$ cat src/rtl/cpu_types_pkg.sv
// rtl/cpu_types_pkg.sv - shared CPU types for the fetch stage
package cpu_types_pkg;

    typedef logic [31:0] word_t;

    typedef enum logic [1:0] {
        FETCH      = 2'd0,
        REDIR_PEND = 2'd1,
        HALTED     = 2'd2
    } fetch_state_t;

    localparam word_t PC_STEP = 32'd4;

    // Branch/jump targets are forced onto a word boundary.
    function automatic word_t align_word(input word_t addr);
        return {addr[31:2], 2'b00};
    endfunction

endpackage

$ cat src/rtl/if_id_latch.sv
// rtl/if_id_latch.sv - IF/ID pipeline register with flush > wen priority and freeze
module if_id_latch
    import cpu_types_pkg::*;
(
    input  logic        CLK,
    input  logic        nRST,
    input  logic        freeze,
    input  logic        flush,
    input  logic        wen,
    input  logic        fetch_ok,
    input  logic        ihit,
    input  logic [31:0] fetch_instr,
    input  logic [31:0] fetch_npc,
    output logic [31:0] instr,
    output logic [31:0] npc,
    output logic        valid
);

    always_ff @(posedge CLK or negedge nRST) begin
        if (!nRST) begin
            instr <= '0;
            npc   <= '0;
            valid <= 1'b0;
        end else if (!freeze) begin
            if (flush) begin
                instr <= '0;
                npc   <= '0;
                valid <= 1'b0;
            end else if (wen) begin
                // A wrong-path word is squashed to a zero bubble.
                instr <= fetch_ok ? fetch_instr : '0;
                npc   <= fetch_npc;
                valid <= fetch_ok & ihit;
            end
        end
    end

endmodule

$ cat src/rtl/fetch_stage.sv
// rtl/fetch_stage.sv - MIPS instruction-fetch stage: PC, redirect hold and IF/ID capture
module fetch_stage
    import cpu_types_pkg::*;
#(
    parameter logic [31:0] PC_INIT = 32'h0000_0000
) (
    input  logic        CLK,
    input  logic        nRST,
    input  logic        ihit,
    input  logic [31:0] imemload,
    output logic        imemREN,
    output logic [31:0] imemaddr,
    input  logic        pc_wen,
    input  logic        if_id_wen,
    input  logic        if_id_flush,
    input  logic        halt,
    input  logic        redirect,
    input  logic [31:0] redirect_pc,
    output logic [31:0] if_id_instr,
    output logic [31:0] if_id_npc,
    output logic        if_id_valid,
    output logic        halted
);

    fetch_state_t state;
    word_t        pc;
    word_t        pend_pc;
    word_t        pc_next_seq;
    word_t        target;
    logic         fetch_ok;

    assign pc_next_seq = pc + PC_STEP;
    assign target      = align_word(redirect_pc);
    assign fetch_ok    = (state == FETCH) && !redirect;

    always_ff @(posedge CLK or negedge nRST) begin
        if (!nRST) begin
            state   <= FETCH;
            pc      <= PC_INIT;
            pend_pc <= '0;
        end else begin
            case (state)
                FETCH: begin
                    if (halt) begin
                        state <= HALTED;
                    end else if (redirect) begin
                        if (pc_wen) begin
                            pc <= target;
                        end else begin
                            pend_pc <= target;
                            state   <= REDIR_PEND;
                        end
                    end else if (pc_wen) begin
                        pc <= pc_next_seq;
                    end
                end
                REDIR_PEND: begin
                    // A fresh redirect always supersedes the held target.
                    if (halt) begin
                        state <= HALTED;
                    end else if (redirect) begin
                        if (pc_wen) begin
                            pc    <= target;
                            state <= FETCH;
                        end else begin
                            pend_pc <= target;
                        end
                    end else if (pc_wen) begin
                        pc    <= pend_pc;
                        state <= FETCH;
                    end
                end
                HALTED: begin
                    state <= HALTED;
                end
                default: begin
                    state <= FETCH;
                end
            endcase
        end
    end

    assign imemaddr = pc;
    assign imemREN  = (state != HALTED);
    assign halted   = (state == HALTED);

    if_id_latch u_if_id (
        .CLK         (CLK),
        .nRST        (nRST),
        .freeze      (halted),
        .flush       (if_id_flush),
        .wen         (if_id_wen),
        .fetch_ok    (fetch_ok),
        .ihit        (ihit),
        .fetch_instr (imemload),
        .fetch_npc   (pc_next_seq),
        .instr       (if_id_instr),
        .npc         (if_id_npc),
        .valid       (if_id_valid)
    );

endmodule

$ cat config.mk
export PLATFORM = sky130hd
export DESIGN_NAME = fetch_stage
export DESIGN_NICKNAME = d
export VERILOG_FILES = /design/src/rtl/cpu_types_pkg.sv /design/src/rtl/if_id_latch.sv /design/src/rtl/fetch_stage.sv
export SDC_FILE = /design/constraint.sdc
export NUM_CORES = 1
export LEC_CHECK = 0
export CORE_MARGIN = 2
export CORE_UTILIZATION = 52
export CTS_CLUSTER_SIZE = 25
export DETAILED_ROUTE_END_ITERATION = 7
export PLACE_DENSITY = 0.88
export SLEW_MARGIN = 20
export SYNTH_ARGS = -nofsm -noshare
export SYNTH_HDL_FRONTEND = slang
export SYNTH_SLANG_ARGS = --single-unit
$ cat constraint.sdc
create_clock -name CLK -period 3.8 [get_ports CLK]
set_clock_uncertainty 0.15 [all_clocks]
set_input_delay 1.14 -clock CLK [delete_from_list [all_inputs] [get_ports CLK]]
set_output_delay 1.14 -clock CLK [all_outputs]
set_load 0.005 [all_outputs]
* Yosys cells after proc, flatten, opt, wreduce, memory -nomap -nowiden
Index checks and enable logic that the tools add are counted.
** Word-level totals
- Bits in registers :: 129
- Input bits :: 72
- Output and inout bits :: 99
- Logic and storage cells :: 52
** Operators by class
- Add/subtract/negate cells :: 1
- Equal/unequal tests :: 10
- Multiplexer cells :: 21
- Bitwise gates (word level) :: 4
- Reductions and logical operators :: 10
** Operators with widths (count)
- 32-bit 2-to-1 mux :: 12
- 32-bit one-hot mux with 2 select lines :: 1
- 32-bit by 3-bit adder with 32-bit output (second input constant) :: 1
- 3-bit inequality test (second input constant) :: 5
- 2-bit 2-to-1 mux :: 5
- 2-bit inequality test (second input constant) :: 3
- 2-bit one-hot mux with 3 select lines :: 1
- 5-bit AND reduction :: 1
- 4-bit AND reduction :: 1
- 2-bit nonzero test :: 2
- 1-bit NOT :: 3
- 3-bit AND reduction :: 1
- 2-bit by 1-bit == test with 1-bit output (second input constant) :: 1
- 2-bit == test (second input constant) :: 1
- 2-bit logical NOT :: 1
- 1-bit 2-to-1 mux :: 2
- 2-bit AND reduction :: 1
- 2-bit OR reduction :: 1
- 1-bit bitwise AND :: 1
- 1-bit logical AND :: 1
- 1-bit logical NOT :: 1

* Depth between registers and ports, before layout
- Word-level depth :: 5
- Mapped depth :: 7
- Gate-level depth less buffers :: 6

* Modules after synthesis
From an unflattened synthesis, not the netlist that was laid out.
** Second synthesis, totals
- Cells, all modules :: 760
- Area total of the unflattened synthesis :: 7806.2 µm²
** Modules (own cells, without submodules)
- fetch_stage :: instances 1, cells an instance 395, area each 3917.5 µm², sequential area each 1601.5 µm²
- if_id_latch :: instances 1, cells an instance 365, area each 3888.7 µm², sequential area each 1626.6 µm²

* Least setup slack after synthesis
Ideal clock, no wire load.
- Path kind :: input to register
- Start point :: input halt
- End point :: register pc[31], in the netlist imemaddr[31]
- Setup time :: 120 ps
- Data arrival time :: 2271 ps
- Data required time :: 3530 ps
- Setup slack :: 1259 ps
- Stages on the path :: 5
- Buffers on the path :: 0
- Cell sequence :: or2_1 > nor2_1 > nand2_1 > or3_1 > o211a_1
** Between the ends
- Cells in the longest elaborated chain, start to end :: 2
- Elaborated cells between the ends (all ways) :: 3
- Those cells by class :: eq/ne: 2; reduce/logical: 1
** Ends and longest elaborated chain
- start: declaration :: line fetch_stage.sv:16 : input logic halt,
- 2-bit inequality test (no source line)
- 5-bit AND reduction (no source line) *
- end signal: assignment :: line fetch_stage.sv:48 : pc <= target;
- end signal: assignment :: line fetch_stage.sv:54 : pc <= pc_next_seq;
- end signal: assignment :: line fetch_stage.sv:63 : pc <= target;
- end: declaration :: line fetch_stage.sv:26 : word_t pc;
Mark *: on every way between the ends. The rest lies on a longest branch, timed or not.
A chain may end at the register's enable or synchronous reset.

* Worst setup path in the final report
- Start point :: input pc_wen
- End point :: register pc[6], in the netlist imemaddr[6]
** Between the ends
- Cells in the longest elaborated chain, start to end :: 4
- Elaborated cells between the ends (all ways) :: 9
- Those cells by class :: eq/ne: 2; mux: 6; reduce/logical: 1
** Ends and longest elaborated chain
- start: declaration :: line fetch_stage.sv:13 : input logic pc_wen,
- 32-bit 2-to-1 mux
- 32-bit 2-to-1 mux, on equally long branches (2 in series)
- 32-bit one-hot mux with 2 select lines
Parallel ways exist; a longest one is shown, timed or not. The select of a mux whose other input is x is not followed.

==> summary.md <==
| Metric | Value |
|---|---|
| Top sig layer | met4 |
| DIE HEIGHT | 112 um |
| WP data required | 3950 ps |
| Antenna viol nets, final | 0 |
| Post-CTS Setup Inserts | 0 |
| Core box area | about 0.011 mm2 |
| Count of input and output buffers | about 170 |
| GRT overflow | 0 |
| Met1 Wirelength | 7.06 mm |
| Gpl congestion | ~0.89 |
| Area contributors post-synth | dfrtp_1, a22o_1, mux2_2, nand2_1, xor2_1 |
| Cts hold-fix bufs | 0 |
| Hpwl dp | approximately 12 mm |
| Power Density | 455 mW/mm2 |
| Most used DFF post-synth | dfrtp_1 |
| Top Ports | between 150 and 200 |
| Worst r2r path cells | 6 |
| Initial antenna violation count | 0 |
| WP data arrival | 3420 ps |
| Rows | 39 |
| Die area | 0.0125 mm2 |
| Routed vias/inst | 6.21 |
| Layout cells sized above 1 | 11.5% |
| Ys Warns | 0 |
| # resized after CTS | 0 |
| Vias in the first global route | between 5k and 6k |
| Outcome | complete, no violations |
| EDFF count, synth | 0 |
| Final Cycle Share | roughly 86% |
| Setup CP Type | input pin to register |
| First-pass DRT Iterations | 5 |
| Worst setup SP type | input pin |
| Minimum clock period | ~3300 ps |
| Fillers | 761 |
| Setup TNS | 0 ps |
| Global-route wire length before repair | 28.4 mm |
| H-tree levels | 4 |
| Hold Path Depth | 2 |
| Seq/Total Area, Yosys | roughly 53% |
| Routed wire length | 17.7 mm |
| Starting DRT DRC Count | 545 |
| Final Hold Fails | 0 |
| Hold crit path type | register to register |
| Setup WS pre-CTS | 272 ps |
| Diodes inserted | 0 |
| Die Wd | 112 um |
| CP max FO | 23 |
| Clk sink count | 129 |
| Worst-path clk slew | 50 ps |
| Final setup vio count | 0 |
| Synth Cell Area | between 0.006 and 0.007 mm2 |
| Clock tree from TritonCTS | done |
| Rel. slew slack | ~43% |
| Met3 Routed Length | 1.75 mm |
| Flop and latch count out of synthesis | 129 |
| Worst VDD drop | approximately 0.36 mV |
| Clk root buf | clkbuf_16 |
| GR Util All Layers | 28.9% |
| Clock Latency Late Sink | 410 ps |
| Unique cell type count in the Yosys netlist | 56 |
| Mean routed wirelength per cell | approximately 21 um |
| Post-Syn Nets | 615 |
| Top-area cell type share of the netlist area | 53.3% |
| Final setup margin | 532 ps |
| Max-cap violations | 0 |
| Fin. max-slew vios | 0 |
| Mean area per synthesized cell | 11.2 um2 |
| Fmax | 0.306 GHz |
| Leakage | 3.60 nW |
| Met2 wire length | 8.46 mm |
| Synthesized instance count | 542 |
| DRC errors left | 0 |
| Post-layout net count | roughly 780 |
| Initial Utilization | 53.1% |
| Slew @ Worst Pin | 858 ps |
| RSZ-0062 raised after global routing | false |
| Leading area contributor after synthesis | dfrtp_1 |
| Num CTS Buffers | 17 |
| DR vias | around 5.4k |
| Largest net degree at the start of global routing | 69 |
| Post-synth ARST share | 100% |
| Crit end category | register |
| Max clock buf depth | 2 |
| Syn-to-layout area delta | 39.6% |
per-stage QoR:
stage	hold slack (ps)	total power [W]	util (%)	instance area [um2]	instances
floorplan	300	0.00189	-	6060	542
CTS	327	0.00387	74.1	8460	862
finish	325	0.00385	74.1	8460	862
global placement	314	0.00230	69.2	7900	830
global route	348	0.00400	74.1	8460	862
detailed placement	315	0.00233	69.2	7900	830
cells in the final DEF, fill, tap and decap left out, types with 4 or more instances in the layout:
| cell | Yosys | layout |
|---|---|---|
| o22ai_1 | 18 | 18 |
| clkinv_2 | 0 | 4 |
| mux2_2 | 21 | 21 |
| o21a_1 | 9 | 9 |
| o221ai_1 | 4 | 4 |
| a22o_1 | 34 | 34 |
| clkbuf_16 | 0 | 17 |
| a31oi_1 | 10 | 10 |
| a2bb2oi_1 | 9 | 9 |
| a32oi_1 | 4 | 4 |
| buf_4 | 1 | 17 |
| nor2_1 | 11 | 11 |
| nand4_1 | 11 | 11 |
| mux2_1 | 9 | 9 |
| dfrtp_1 | 129 | 129 |
| nand2b_1 | 5 | 5 |
| o22a_1 | 17 | 17 |
| clkbuf_1 | 20 | 5 |
| inv_1 | 4 | 4 |
| nand2_1 | 52 | 52 |
| clkdlybuf4s50_1 | 0 | 167 |
| a21oi_1 | 24 | 24 |
| o31ai_1 | 18 | 18 |
| nand3_1 | 8 | 8 |
| and3_1 | 8 | 8 |
| and2_1 | 6 | 6 |
| nand3_2 | 4 | 4 |
| xor2_1 | 19 | 19 |
| xnor2_1 | 9 | 9 |
| clkbuf_8 | 0 | 5 |
| o21ai_0 | 25 | 24 |
synth_stat cells (all sizes together), types with 3 or more instances:
library cell  number
dfrtp            129
nand2             52
a22o              34
mux2              30
o21ai             26
a21oi             24
buf               20
clkbuf            20
xor2              19
o22ai             18
o31ai             18
o22a              17
nand4             13
nor2              13
nand3             12
a31oi             10
a2bb2oi            9
o21a               9
xnor2              9
and3               8
and2               6
nand2b             5
a32oi              4
inv                4
o221ai             4
nor3               3
nor4               3
or2                3
layer usage:
layer | track usage, % | up-vias
met3 | 8.55 | 48
met2 | 46.3 | 350
met1 | 37.8 | 2602
li1 | - | 2354
met4 | 10.7 | 0
met5 | 0 | -
worst max-delay path, stage by stage:
cell             delay [ps]
clkdlybuf4s50_1         880
nand2_1                 670
o22ai_1                 410
a21oi_1                 100
o22a_1                  210
flip-flops by register name (all words and copies together) (netlist names):
signal         flops
imemaddr          32
u_if_id.instr     32
state              2
u_if_id.npc       32
pend_pc           30
u_if_id.valid      1
report_power, final:
group	switching (W)	internal (W)
Clock	0.000553	0.000981
Sequential	0.000161	0.00152
Combinational	0.000246	0.000395
cell families after synthesis:
group | after synthesis | synth area share, %
flip-flops | 129 | 53.3
XOR/XNOR | 28 | 4.05
multiplexers | 32 | 5.90
buffers and inverters | 44 | 3.14
adder cells (fa/ha/maj) | 1 | 0.206
AO/OA/AOI/OAI | 182 | 21.4
AND/OR/NAND/NOR | 126 | 12.0
final timing paths:
| kind | endpoint | from | slack [ps] |
|---|---|---|---|
| max in group asynchronous | pend_pc[3] | nRST | 1970 |
| worst max-delay path | imemaddr[6] | pc_wen | 530 |
| min in group asynchronous | u_if_id.instr[24] | nRST | 710 |
| worst min-delay path | u_if_id.npc[1] | u_if_id.npc[1] | 330 |
| worst max register to register | imemaddr[26] | imemaddr[2] | 1230 |
| worst min register to register | u_if_id.npc[1] | u_if_id.npc[1] | 330 |
area by class of cell:
cell class	instances	area [um2]	area share [%]
flip-flops and latches	129	3230	38.1
multi-input cells	369	2660	31.4
repair buffers	185	1820	21.5
clock buffers	27	513	6.06
well taps	143	179	2.11
clock inverters	5	50.0	0.591
inverters	4	15.0	0.177
Note: power is estimated with default switching activity, not from simulation.
